===== config.mk =====
export PLATFORM = sky130hd
export DESIGN_NAME = apb_slave_regs
export DESIGN_NICKNAME = d
export VERILOG_FILES = /design/src/rtl/apb_pkg.sv /design/src/rtl/apb_reg_file.sv /design/src/rtl/apb_slave_regs.sv
export SDC_FILE = /design/constraint.sdc
export NUM_CORES = 1
export LEC_CHECK = 0
export ABC_AREA = 1
export CORE_MARGIN = 5
export CORE_UTILIZATION = 43
export CTS_CLUSTER_SIZE = 28
export DETAILED_ROUTE_END_ITERATION = 16
export PLACE_DENSITY = 0.61
export SLEW_MARGIN = 15
export SYNTH_ARGS = -nofsm -noshare
export SYNTH_HDL_FRONTEND = slang
export SYNTH_SLANG_ARGS = --single-unit

===== constraint.sdc =====
create_clock -name PCLK -period 1.9 [get_ports PCLK]
set_input_delay 0.38 -clock PCLK [delete_from_list [all_inputs] [get_ports PCLK]]
set_output_delay 0.38 -clock PCLK [all_outputs]
set_load 0.1 [all_outputs]

===== src/rtl/apb_pkg.sv =====
// apb_pkg: definitions shared by the APB slave, bus decoder and response mux.
// Holds the slave FSM encoding, default bus widths and the wait-counter width.
package apb_pkg;

   localparam int unsigned APB_DATA_WIDTH = 8;
   localparam int unsigned APB_ADDR_WIDTH = 8;
   localparam int unsigned APB_WAIT_CNT_W = 4;

   typedef enum logic [0:0] {
      ST_IDLE   = 1'b0,
      ST_ACCESS = 1'b1
   } apb_state_e;

   // Index width for a register file of n entries (at least one bit).
   function automatic int unsigned idx_width(input int unsigned n);
      return (n > 1) ? $clog2(n) : 1;
   endfunction

endpackage


===== src/rtl/apb_reg_file.sv =====
// apb_reg_file: register storage for the APB slave, one write port with
// enable and a combinational read port; entries clear on reset.
module apb_reg_file #(
   parameter int unsigned DATA_WIDTH = 8,
   parameter int unsigned NUM_REGS   = 4,
   parameter int unsigned IDX_W      = 2
) (
   input  logic                  clk_i,
   input  logic                  rst_ni,
   input  logic                  we_i,
   input  logic [IDX_W-1:0]      widx_i,
   input  logic [DATA_WIDTH-1:0] wdata_i,
   input  logic [IDX_W-1:0]      ridx_i,
   output logic [DATA_WIDTH-1:0] rdata_c_o
);

   logic [DATA_WIDTH-1:0] regs_q [NUM_REGS];

   always_ff @(posedge clk_i or negedge rst_ni) begin
      if (!rst_ni) begin
         for (int unsigned i = 0; i < NUM_REGS; i++) begin
            regs_q[i] <= '0;
         end
      end else if (we_i && (32'(widx_i) < NUM_REGS)) begin
         regs_q[widx_i] <= wdata_i;
      end
   end

   // Indices past the last entry read as zero.
   always_comb begin
      rdata_c_o = '0;
      if (32'(ridx_i) < NUM_REGS) begin
         rdata_c_o = regs_q[ridx_i];
      end
   end

endmodule


===== src/rtl/apb_slave_regs.sv =====
// apb_slave_regs: APB register slave with programmable wait states.
// Define APB_SLAVE_REGS_SLVERR_EN to answer out-of-range indices with PSLVERR.
module apb_slave_regs
   import apb_pkg::*;
#(
   parameter int unsigned DATA_WIDTH  = APB_DATA_WIDTH,
   parameter int unsigned ADDR_WIDTH  = APB_ADDR_WIDTH,
   parameter int unsigned NUM_REGS    = 4,
   parameter int unsigned WAIT_STATES = 1
) (
   input  logic                  PCLK,
   input  logic                  PRESETn,
   input  logic                  PSEL,
   input  logic                  PENABLE,
   input  logic                  PWRITE,
   input  logic [ADDR_WIDTH-1:0] PADDR,
   input  logic [DATA_WIDTH-1:0] PWDATA,
   output logic [DATA_WIDTH-1:0] PRDATA,
   output logic                  PREADY,
   output logic                  PSLVERR
);

   localparam int unsigned IDX_W = idx_width(NUM_REGS);
   localparam int unsigned CNT_W = APB_WAIT_CNT_W;
   localparam logic [CNT_W-1:0] WAIT_INIT = CNT_W'(WAIT_STATES);

   apb_state_e            state_q,   state_d;
   logic [CNT_W-1:0]      cnt_q,     cnt_d;
   logic                  pready_q,  pready_d;
   logic                  pslverr_q, pslverr_d;
   logic [DATA_WIDTH-1:0] prdata_q,  prdata_d;
   logic [ADDR_WIDTH-1:0] addr_q,    addr_d;
   logic                  write_q,   write_d;
   logic [DATA_WIDTH-1:0] wdata_q,   wdata_d;

   logic                  setup_c;
   logic                  we_c;
   logic                  err_c;
   logic                  write_src_c;
   logic [ADDR_WIDTH-1:0] addr_src_c;
   logic [IDX_W-1:0]      idx_c;
   logic [DATA_WIDTH-1:0] rdata_c;

   assign setup_c = PSEL & ~PENABLE;

   // In IDLE the live bus is decoded (setup cycle); in ACCESS the captured request.
   assign addr_src_c  = (state_q == ST_IDLE) ? PADDR  : addr_q;
   assign write_src_c = (state_q == ST_IDLE) ? PWRITE : write_q;

`ifdef APB_SLAVE_REGS_SLVERR_EN
   assign err_c = (addr_src_c >= ADDR_WIDTH'(NUM_REGS));
   assign idx_c = IDX_W'(addr_src_c);
`else
   assign err_c = 1'b0;
   assign idx_c = IDX_W'(addr_src_c % ADDR_WIDTH'(NUM_REGS));
`endif

   apb_reg_file #(
      .DATA_WIDTH (DATA_WIDTH),
      .NUM_REGS   (NUM_REGS),
      .IDX_W      (IDX_W)
   ) u_reg_file (
      .clk_i     (PCLK),
      .rst_ni    (PRESETn),
      .we_i      (we_c),
      .widx_i    (idx_c),
      .wdata_i   (wdata_q),
      .ridx_i    (idx_c),
      .rdata_c_o (rdata_c)
   );

   // Next-state and next-output logic.
   always_comb begin
      state_d   = state_q;
      cnt_d     = cnt_q;
      pready_d  = pready_q;
      addr_d    = addr_q;
      write_d   = write_q;
      wdata_d   = wdata_q;
      we_c      = 1'b0;

      case (state_q)
         ST_IDLE: begin
            if (setup_c) begin
               state_d = ST_ACCESS;
               addr_d  = PADDR;
               write_d = PWRITE;
               wdata_d = PWDATA;
               if (WAIT_STATES == 0) begin
                  cnt_d    = '0;
                  pready_d = 1'b1;
               end else begin
                  cnt_d    = WAIT_INIT;
                  pready_d = 1'b0;
               end
            end
         end
         ST_ACCESS: begin
            if (!PSEL) begin
               state_d  = ST_IDLE;
               cnt_d    = '0;
               pready_d = 1'b0;
            end else if (pready_q) begin
               if (PENABLE) begin
                  we_c     = write_q & ~err_c;
                  state_d  = ST_IDLE;
                  pready_d = 1'b0;
               end
            end else begin
               // Last decrement raises PREADY for the following cycle.
               cnt_d = cnt_q - CNT_W'(1);
               if (cnt_q == CNT_W'(1)) begin
                  pready_d = 1'b1;
               end
            end
         end
         default: begin
            state_d = ST_IDLE;
         end
      endcase

      pslverr_d = pready_d & err_c;
      prdata_d  = (pready_d && !write_src_c && !err_c) ? rdata_c : '0;
   end

   always_ff @(posedge PCLK or negedge PRESETn) begin
      if (!PRESETn) begin
         state_q   <= ST_IDLE;
         cnt_q     <= '0;
         pready_q  <= 1'b0;
         pslverr_q <= 1'b0;
         prdata_q  <= '0;
         addr_q    <= '0;
         write_q   <= 1'b0;
         wdata_q   <= '0;
      end else begin
         state_q   <= state_d;
         cnt_q     <= cnt_d;
         pready_q  <= pready_d;
         pslverr_q <= pslverr_d;
         prdata_q  <= prdata_d;
         addr_q    <= addr_d;
         write_q   <= write_d;
         wdata_q   <= wdata_d;
      end
   end

   assign PRDATA  = prdata_q;
   assign PREADY  = pready_q;
   assign PSLVERR = pslverr_q;

endmodule


After elaboration in Yosys (flattened, before gate mapping). Index checks and enable logic that the tools add are counted.

Register bits: 57. Bits in latches: 0. Bits in writable memories: 0. ROM bits: 0. Input port bits: 21. Output and inout port bits: 10. Word-level logic and storage cells: 53. Memories: 0.

Add/sub/neg operators: 1. Multipliers: 0. Divide/modulo/power cells: 0. $lt $le $gt $ge: 2. Equality and inequality tests: 3. Shift operators: 0. Multiplexer cells: 27. Bitwise logic cells: 4. Reduce and logical (&&, ||, !) cells: 5.

Operators by type and width (count): bitwise mux 32 bit (1); two-way mux 8 bit (4); binary-select mux 8 bit (select 2 bit) (1); demux 8 bit (select 2 bit) (1); two-way mux 1 bit (13); two-way mux 4 bit (3); one-hot mux 4 bit (2 select lines) (1); equality test 4 x 1 -> 1 bit, second input constant (1); one-hot mux 1 bit (2 select lines) (2); AND reduction 2 bit (2); subtractor 4 x 1 -> 4 bit, second input constant (1); greater-or-equal comparator 3 bit, second input constant (1); less-than comparator 3 x 1 -> 1 bit, second input constant (1); inequality test 3 bit, second input constant (1); inverter 2 -> 3 bit (1); logical AND 1 bit (2); two-way mux 2 bit (1); inequality test 2 bit, second input constant (1); inverter 1 bit (2); bitwise AND 1 bit (1); logical NOT 1 bit (1).

Longest topological paths before layout. Gate-level depths: netlist of the first run.

Depth after elaboration: 7. Depth in mapped cells: 9. Mapped depth without buffers: 7.

Hierarchy. A second synthesis of the first run with hierarchy kept.

Cells, all modules: 364. Area, all modules: 2946.6 um2.

By module, submodules not included: apb_reg_file (times used 1, cells an instance 235, area an instance 1785.5 um2, seq. area each 800.8 um2); apb_slave_regs (times used 1, cells an instance 129, area an instance 1161.1 um2, seq. area each 625.6 um2).

Worst setup path after synthesis of the first run. No wires, ideal clock.

Kind: register to register. From: register pready_q, in the netlist PREADY. To: register u_reg_file.regs_q[6] (netlist name). Library setup time: 0.121 ns. Data arrival time: 1.883 ns. Data required time: 1.779 ns. Setup slack: -0.104 ns. Stages on the path, launching flop included: 7. Buffers on the path: 1. Clock period less this slack: 2.004 ns. Cells stage by stage: dfrtp_1 nand2_1 nor3_4 nand2_2 buf_6 nand2_1 o21ai_2.

Cells in the longest elaborated chain, start to end: 3.

RTL lines: start: declaration (line apb_slave_regs.sv:29) `logic pready_q, pready_d;`; start signal: assignment (line apb_slave_regs.sv:139) `pready_q <= pready_d;`; two-way mux 1 bit (line apb_slave_regs.sv:103) `end else if (pready_q) begin`; two-way mux 1 bit (line apb_slave_regs.sv:99) `if (!PSEL) begin`; two-way mux 1 bit (line apb_slave_regs.sv:82) `case (state_q)`; end signal: indexed assignment (line apb_reg_file.sv:25) `regs_q[widx_i] <= wdata_i;`; end: declaration (line apb_reg_file.sv:17) `logic [DATA_WIDTH-1:0] regs_q [NUM_REGS];`.

Every way passes these cells. A chain may end at the register's enable or synchronous reset.

Worst setup path after layout of the first run.
From: register state_q. To: register prdata_q[3], in the netlist PRDATA[3].

Cells in the longest elaborated chain, start to end: 6. Elaborated cells between the ends (all ways): 11. Those cells by class: mux: 7; bitwise: 2; reduce/logical: 2.

RTL lines: start: declaration (line apb_slave_regs.sv:27) `apb_state_e state_q, state_d;`; start signal: assignment (line apb_slave_regs.sv:137) `state_q <= state_d;`; two-way mux 2 bit (line apb_slave_regs.sv:47) `assign addr_src_c = (state_q == ST_IDLE) ? PADDR : addr_q;`; inverter 2 -> 3 bit (implied by the code) (line apb_reg_file.sv:33) `rdata_c_o = regs_q[ridx_i];`; binary-select mux 8 bit (select 2 bit) (line apb_reg_file.sv:33); two-way mux 8 bit (implied by the code) (2 in series) (line apb_reg_file.sv:33); two-way mux 8 bit * (line apb_slave_regs.sv:123) `prdata_d = (pready_d && !write_src_c && !err_c) ? rdata_c : '0;`; named net prdata_d[3] (line apb_slave_regs.sv:31) `logic [DATA_WIDTH-1:0] prdata_q, prdata_d;`; end signal: assignment (line apb_slave_regs.sv:141) `prdata_q <= prdata_d;`; end: declaration (line apb_slave_regs.sv:31).

Mark *: on every way through the listed nets, which the timed path passes. The rest lies on a longest branch. The select of a mux whose other input is x is not followed.

==> flow_summary.toml, run 1 <==
[status]
status = "completed"

[finish]
nets = 365
n_antenna_cell = 0
design_area_um2 = 3280
area_growth_pct = 22.4
drive_gt1_share_pct = 22.8
final_util_pct = 54.7

[floorplanning]
start_util_pct = 44.7
die_w_um = 88.9
fp.dieArea_um2 = 7900
num_io_pins = 31
core-area_um2 = 5990
dieHeight_um = 88.9
rows = 28

[grt]
antenna_found_initial = 0
grt_pass1_vias = 2066
grt_first_pass_wirelength_um = 10200
grt_usage_pct = 17.3
grt_overflow = 0
grt_start_max_net_pins = 58

[clock_network]
cts_sinks = 57
post_cts_resized = 0
clockRootBuffer = "clkbuf_8"
cts_tree = "done"
cts_buffers = 9
postCtsSetupRepairBufs = 0
postCtsHoldBufs = 0
clk_latency_ns = 0.33
cts.path.max_buffers = 2
cts_max_level = 3
cts.clk_slew.worst_paths_ns = 0.07

[detailed_routing]
via_per_inst = 4.90
via_count = 2061
drt_iter0_drc = 123
route.detailed.wl_per_inst_um = 13.7
drtAntennaViolNets = 0
drt_wl_total_um = 5780
drc = 0
firstDrtPassIters = 4

[sta]
max_freq_mhz = 616
rsz0062_at_grt = "false"
finalSetupTns_ns = 0
fin_crit_sh_pct = 85.4
maxSlewViolCount = 0
period_minus_slack_ns = 1.62
finalWorstSetupSlack_ns = 0.278
finalHoldViolations = 0
setup_viol = 0
finClkSkew_ns = 0.00984

[placement]
dp_hpwl_um = 3920
place_ws_ns = 0.0888
placed_cell_area_um2 = 3100
place_congestion = 0.792
port_buffers = 23

[setup_path]
cp_data_required_time_ns = 2.13
crit_slowest_cell = "dfrtp_1"
rrSetupSlack_ns = 0.28
cp-start-kind = "flop"
criticalPathCategory = "reg2reg"
worstPathMaxFanout = 10
cpPeakStageDelay_ns = 0.61
worstPathArrival_ns = 1.86
crit_path_cell_trace = "nand2_2, nand2_4, buf_4, nand2_1, nand2_1, nand2_1, a21oi_1"
critPathCaptureType = "flop"
path_common_cell = "nand2_1"

[synth]
synth_fa_ha_area_share_pct = 0.935
syn_inst = 301
synthTopCellsByArea = "dfrtp_1, nand2_1, o21ai_2, nand3_1, a21oi_1"
ys_ff_latch = 57
synth_xor_area_share_pct = 0
synth_fp_nets = 324
syn_avg_cell_area_um2 = 8.90
synth-compound-area-share_pct = 14.5
yosysTopAreaCellShare_pct = 53.3
synth_cell_types = 25
yosys.area_share.simple_pct = 25.0
synth_top_family_by_area = "simple AND/OR/NAND/NOR gates"
synth-seq-area-share_pct = 53.3
ys_warn_count = 0
synthMuxAreaShare_pct = 0
synth_top_area_cell = "dfrtp_1"
syn_area_um2 = 2680

[power_and_ir_drop]
power_density_nw_per_um2 = 982
leakagePower_nw = 1.62
vdd_drop_max_mv = 0.494

[flow_run]
drv_cap = 0

[worst_hold_path]
hp-class = "in2async"
cell families after synthesis:
logic type	count (synthesis)
compound gates	58
fa+ha+maj	2
buf+inv	31
flops	57
other cells	1
simple gates	152
cell usage in the layout, fill, tap and decap left out:
| cell type | n |
|---|---|
| inv_1 | 20 |
| inv_4 | 1 |
| a21oi_1 | 16 |
| clkbuf_8 | 12 |
| clkinv_2 | 1 |
| nor2_1 | 12 |
| nor2_2 | 2 |
| o21ai_2 | 22 |
| nand2_4 | 3 |
| dfrtp_1 | 56 |
| o21a_1 | 1 |
| nand4_1 | 1 |
| dfrtp_2 | 1 |
| o21ai_1 | 11 |
| buf_2 | 1 |
| nand2_1 | 96 |
| nand3_1 | 29 |
| clkbuf_1 | 1 |
| clkinvlp_4 | 1 |
| clkdlybuf4s50_1 | 13 |
| ha_1 | 2 |
| nor3_4 | 1 |
| buf_12 | 6 |
| o21ai_0 | 5 |
| o21ai_4 | 1 |
| o22ai_1 | 2 |
| nand2_2 | 7 |
| buf_4 | 20 |
| conb_1 | 1 |
| and2_1 | 1 |
final timing paths:
kind | to | cells after the start | start
max in group asynchronous | PREADY$_DFF_PN0_ | 2 | PRESETn
max | PRDATA[3]$_DFF_PN0_ | 7 | state_q$_DFF_PN0_
min | u_reg_file.regs_q[17]$_DFFE_PN0P_ | 2 | PRESETn
min reg2reg | u_reg_file.regs_q[28]$_DFFE_PN0P_ | 2 | u_reg_file.regs_q[28]$_DFFE_PN0P_
min in group PCLK | u_reg_file.regs_q[28]$_DFFE_PN0P_ | 2 | u_reg_file.regs_q[28]$_DFFE_PN0P_
max reg2reg | PRDATA[3]$_DFF_PN0_ | 7 | state_q$_DFF_PN0_
worst max-delay path, delay by kind of cell, from the launching register on:
family                 cells  cell delay, ns
flip-flops                 1            0.61
AO/OA/AOI/OAI              1            0.18
buffers and inverters      1            0.16
AND/OR/NAND/NOR            5            0.57
sequential cells by signal, indices dropped and copies added, names as in the netlist:
name and count:
u_reg_file.regs_q 32, PRDATA 8, wdata_q 8, cnt_q 4, addr_q 2, PREADY 1, state_q 1, write_q 1
power breakdown:
part / internal [mW] / switching [mW]
clock: 0.571 / 0.471
sequential: 1.37 / 0.0874
combinational: 0.256 / 0.467
cell type report:
type / count / area (um^2)
repair buffers: 40 / 405
clock inverters: 2 / 12.5
inverters: 21 / 81.3
fillers: 569 / 2710
well taps: 75 / 93.8
clock buffers: 13 / 169
flip-flops and latches: 57 / 1430
multi-input cells: 213 / 1090
stage by stage:
stage,cells,power [mW],hold slack (ns)
final,421,3.22,0.0329
after global routing,421,3.45,0.0471
after CTS,421,3.26,0.0393
after detailed placement,406,2.21,0.404
after global placement,406,2.19,0.404
after floorplan,301,1.96,0.0844
cells in the mapped netlist (all sizes together):
| cell type | number |
|---|---|
| a21oi | 16 |
| dfrtp | 57 |
| nand4 | 1 |
| buf | 9 |
| nor2 | 14 |
| ha | 2 |
| nand2 | 106 |
| nand3 | 29 |
| and2 | 1 |
| o21a | 1 |
| o21ai | 39 |
| o22ai | 2 |
| nor3 | 1 |
| inv | 21 |
| conb | 1 |
| clkbuf | 1 |
metal layers:
layer  up-vias  track usage, %  wire, um
li1       1057               -         -
met1       943            23.3      2670
met2        52            27.1      2740
met3         9            3.04       283
met4         0            8.24        84
met5         -               0         0
Power figures use the tool's default switching activity.
==> run 2, diff against run 1 <==
- CORE_MARGIN: 5 -> 2
==> run 2 against run 1 <==
Against the previous run:
- sequential power barely moved
- maximum frequency decreased by 0.15%
- clock skew fell by 0.0042 ns
- worst setup slack got worse by 0.0025 ns
- hold slack improved by 0.0025 ns
- sequential cell count is the same
- routed wire length up 2.5%
- count of clock-buffer cells in the layout up 1
- clock power increased by 13%
- register-to-register slack barely moved
- cell area is 0.65% higher
- critical endpoint is now u_reg_file.regs_q[26]$_DFFE_PN0P_
- largest power group unchanged
==> flow_summary.toml, run 2 (synthesis gave the netlist of run 1 again) <==
[power_and_ir_drop]
leakagePower_nw = 1.64
vdd_drop_max_mv = 0.610
power_density_nw_per_um2 = 1020
p_total_mw = 3.36

[setup_path]
crit_path_cell_trace = "nand2_1, nor3_4, nand2_2, buf_4, nand2_1, o21ai_2"
worstPathMaxFanout = 10
criticalPathCategory = "reg2reg"
critPathCaptureType = "flop"
path_common_cell = "nand2_1"
crit_slowest_cell = "dfrtp_1"
worstPathArrival_ns = 1.85
cp_data_required_time_ns = 2.12
cpPeakStageDelay_ns = 0.61
crit_buf_inv = 1
cp-start-kind = "flop"
crit_family = "simple AND/OR/NAND/NOR gates"

[clock_network]
postCtsHoldBufs = 0
cts_sinks = 57
cts_tree = "done"
clk_latency_ns = 0.33
cts.path.max_buffers = 2
clockRootBuffer = "clkbuf_8"
cts_buffers = 9
cts.clk_slew.worst_paths_ns = 0.06
cts_max_level = 3
post_cts_resized = 0
postCtsSetupRepairBufs = 0

[detailed_routing]
firstDrtPassIters = 4
drc = 0
drt_iter0_drc = 159
via_count = 2075
drt_wl_total_um = 5930
via_per_inst = 4.91
route.detailed.wl_per_inst_um = 14.0
drtAntennaViolNets = 0

[finish]
nets = 366
most-common-layout-cells = "nand2_1, dfrtp_1, nand3_1"
n_antenna_cell = 0
design_area_um2 = 3300
largest_reg_flops = 32
n_fill_cell = 581
area_growth_pct = 23.2
largest-register = "u_reg_file.regs_q"
drive_gt1_share_pct = 23.0
final_common_cell = "nand2_1"

[floorplanning]
die_w_um = 82.9
dieHeight_um = 82.9
core-area_um2 = 5960
num_io_pins = 31
start_util_pct = 45.0
rows = 28
fp.dieArea_um2 = 6870

[placement]
dp_hpwl_um = 3950
port_buffers = 23
placed_cell_area_um2 = 3090
place_congestion = 0.783

[worst_hold_path]
hp-class = "in2async"

[grt]
grt_first_pass_wirelength_um = 10100
grt_usage_pct = 18.9
antenna_found_initial = 0
grt_overflow = 0
grt_pass1_vias = 2039
grtUsageMet3_pct = 4.87
top_usage_layer = "met2"
grt_start_max_net_pins = 58
met1_usage_pct = 25.6
grt_util_met2_pct = 29.1

[sta]
maxSlewViolCount = 0
finalSetupTns_ns = 0
whs_ns = 0.0354
period_minus_slack_ns = 1.62
rsz0062_at_grt = "false"
max_freq_mhz = 616
setup_viol = 0
fin_crit_sh_pct = 85.5
finClkSkew_ns = 0.00563
finalHoldViolations = 0

[status]
status = "completed"

[flow_run]
drv_cap = 0
## run 2: cell types whose count changed in the layout (fill, tap and decap cells not counted)
| cell | delta |
|---|---|
| buf_4 | +2 |
| buf_12 | -1 |
| bufinv_16 | +1 |
| clkbuf_1 | +1 |
| clkinvlp_4 | -1 |
## run 2: layout make-up
type / count / area (um^2) / share of cell area [%]
Inverter: 21 / 81.3 / 2.47
Clock inverter: 2 / 35.0 / 1.06
Tap cell: 75 / 93.8 / 2.85
Multi-Input combinational cell: 213 / 1090 / 33.0
Sequential cell: 57 / 1430 / 43.3
Clock buffer: 14 / 173 / 5.24
Timing Repair Buffer: 41 / 400 / 12.1
## run 2: routing by layer
metal	up-vias	wire length [um]
met1	969	2730
met2	39	2830
met4	0	104
met5	-	0
li1	1057	-
met3	10	258
## run 2: power breakdown
group | internal (mW) | switching (mW)
clock network | 0.712 | 0.462
logic | 0.258 | 0.477
registers | 1.37 | 0.0867
## run 2: path summary, 6_finish.rpt
kind                       cells after the start  slack [ns]                         startpoint                                end
setup reg to reg                               6        0.28                  state_q$_DFF_PN0_  u_reg_file.regs_q[26]$_DFFE_PN0P_
min in group PCLK                              2        0.48  u_reg_file.regs_q[24]$_DFFE_PN0P_  u_reg_file.regs_q[24]$_DFFE_PN0P_
setup / recovery                               6        0.28                  state_q$_DFF_PN0_  u_reg_file.regs_q[26]$_DFFE_PN0P_
max in group asynchronous                      2        1.60                            PRESETn  u_reg_file.regs_q[27]$_DFFE_PN0P_
hold / removal                                 2        0.04                            PRESETn                  state_q$_DFF_PN0_
hold reg to reg                                2        0.48  u_reg_file.regs_q[24]$_DFFE_PN0P_  u_reg_file.regs_q[24]$_DFFE_PN0P_
## run 2: metrics by stage
| stage | std cells | utilization (%) | worst slack, ns |
|---|---|---|---|
| after detailed placement | 407 | 51.9 | 0.0521 |
| after global placement | 407 | 51.9 | 0.0538 |
| after floorplan | 301 | - | 0.221 |
| after global routing | 423 | 55.4 | 0.158 |
| final | 423 | 55.4 | 0.275 |
| after CTS | 423 | 55.4 | 0.274 |
==> run 3, diff against run 2 <==
- CORE_UTILIZATION: 43 -> 50
- PLACE_DENSITY: 0.61 -> 0.69
==> run 3 against run 2 <==
Against the previous run:
- sequential power about the same
- worst setup slack gained 0.030 ns
- combinational power down 1%
- global-route usage up 2.7 points
- non-clock buffer count grew 3
- total power decreased by 5.5%
- hold slack worse by 0.015 ns
==> flow_summary.toml, run 3 (synthesis gave the netlist of run 1 again) <==
[sta]
fin_crit_sh_pct = 83.9
finalSetupTns_ns = 0
period_minus_slack_ns = 1.59
rsz0062_at_grt = "false"
finClkSkew_ns = 0.00521
max_slew_margin_pct = 64.8
tightest_slew_ns = 0.528
maxSlewViolCount = 0
setup_viol = 0
max_freq_mhz = 627
finalHoldViolations = 0

[placement]
place_congestion = 0.820
port_buffers = 23
dp_hpwl_um = 3870

[detailed_routing]
drtAntennaViolNets = 0
firstDrtPassIters = 4
drc = 0
drt_wl_total_um = 5590
drt_iter0_drc = 90
via_count = 2129
route.detailed.wl_per_inst_um = 13.3
via_per_inst = 5.06

[setup_path]
crit_buf_inv = 1
cp_data_required_time_ns = 2.12
crit_end = "u_reg_file.regs_q[20]$_DFFE_PN0P_"
r2r-end = "u_reg_file.regs_q[20]$_DFFE_PN0P_"
worstPathArrival_ns = 1.82
reg2reg_depth = 6
cp-start-kind = "flop"
crit_slowest_cell = "dfrtp_1"
worstPathMaxFanout = 10
path_depth = 6
rrSetupSlack_ns = 0.31
crit_path_cell_trace = "nand2_1, nor3_4, nand2_2, buf_4, nand2_1, o21ai_2"
path_common_cell = "nand2_1"
criticalPathCategory = "reg2reg"
r2r_start = "state_q$_DFF_PN0_"
crit_family = "simple AND/OR/NAND/NOR gates"
cpPeakStageDelay_ns = 0.60
cp-startpoint = "state_q$_DFF_PN0_"
critPathCaptureType = "flop"

[finish]
final_common_cell = "nand2_1"
n_fill_cell = 479
largest_reg_flops = 32
most-common-layout-cells = "nand2_1, dfrtp_1, nand3_1"
n_antenna_cell = 0
multi_input_area_um2 = 1090
nets = 369
seqCellArea_um2 = 1430
largest-register = "u_reg_file.regs_q"
area_growth_pct = 22.1
drive_gt1_share_pct = 23.6

[flow_run]
drv_cap = 0

[grt]
grt_pass1_vias = 2059
grt_usage_pct = 21.6
grt_first_pass_wirelength_um = 9890
grt_overflow = 0
grt_start_max_net_pins = 37
antenna_found_initial = 0

[clock_network]
postCtsHoldBufs = 0
clk_latency_ns = 0.34
clockRootBuffer = "clkbuf_8"
cts_sinks = 57
cts_tree = "done"
cts_buffers = 9
cts.path.max_buffers = 2
post_cts_resized = 0
cts_max_level = 3
cts.clk_slew.worst_paths_ns = 0.06
postCtsSetupRepairBufs = 0

[floorplanning]
dieHeight_um = 77.2
start_util_pct = 52.1
num_io_pins = 31
rows = 26
fp.dieArea_um2 = 5960
core-area_um2 = 5140
die_w_um = 77.2

[worst_hold_path]
hp-class = "in2async"

[power_and_ir_drop]
p_total_mw = 3.18
vdd_drop_max_mv = 0.638
power_density_nw_per_um2 = 972
leakagePower_nw = 1.63

[status]
status = "completed"
## run 3: cell types whose count changed in the layout (fill, tap and decap cells not counted)
cell       change
buf_4          +4
bufinv_16      -1
buf_12         -1
clkbuf_8       -1
clkinv_2       +2
## run 3: layer usage
layer	share of wire [%]	track usage, %	up-vias
met1	46	29.2	1010
met3	3.8	5.41	12
met2	48	33.0	37
met4	1.8	9.64	0
li1	-	-	1070
met5	0	0	-
## run 3: worst min-delay path by stage
stage | endpoint | slack [ns] | depth (start not counted)
4_1_cts | addr_q[0]$_DFFE_PN0P_ | 0.03 | 1
5_1_grt | addr_q[0]$_DFFE_PN0P_ | 0.06 | 1
3_5_place_dp | addr_q[0]$_DFFE_PN0P_ | 0.39 | 1
2_1_floorplan | PRDATA[0]$_DFF_PN0_ | 0.08 | 0
3_3_place_gp | write_q$_DFFE_PN0P_ | 0.38 | 1
6_report | addr_q[0]$_DFFE_PN0P_ | 0.02 | 1
## run 3: through the flow
step	instance area, um^2	hold WS (ns)	instances	utilization [%]	setup slack (ns)
4_1_cts	3270	0.0292	421	63.6	0.269
6_report	3270	0.0200	421	63.6	0.305
3_3_place_gp	3090	0.382	405	60.2	0.0633
2_1_floorplan	2680	0.0844	301	-	0.221
3_5_place_dp	3090	0.391	405	60.2	0.0546
5_1_grt	3270	0.0615	421	63.6	0.156
## run 3: layout make-up
class	count	area share, %
flip-flops and latches	57	43.7
well taps	70	2.68
clock inverters	3	0.459
inverters	21	2.49
repair buffers	44	12.6
clock buffers	13	4.86
multi-input cells	213	33.3
## run 3: power breakdown
group / total [mW] / internal, mW / switching (mW)
Sequential: 1.45 / 1.37 / 0.0869
Combinational: 0.726 / 0.263 / 0.463
Clock: 0.996 / 0.538 / 0.459
Total: 3.18 / 2.17 / 1.01
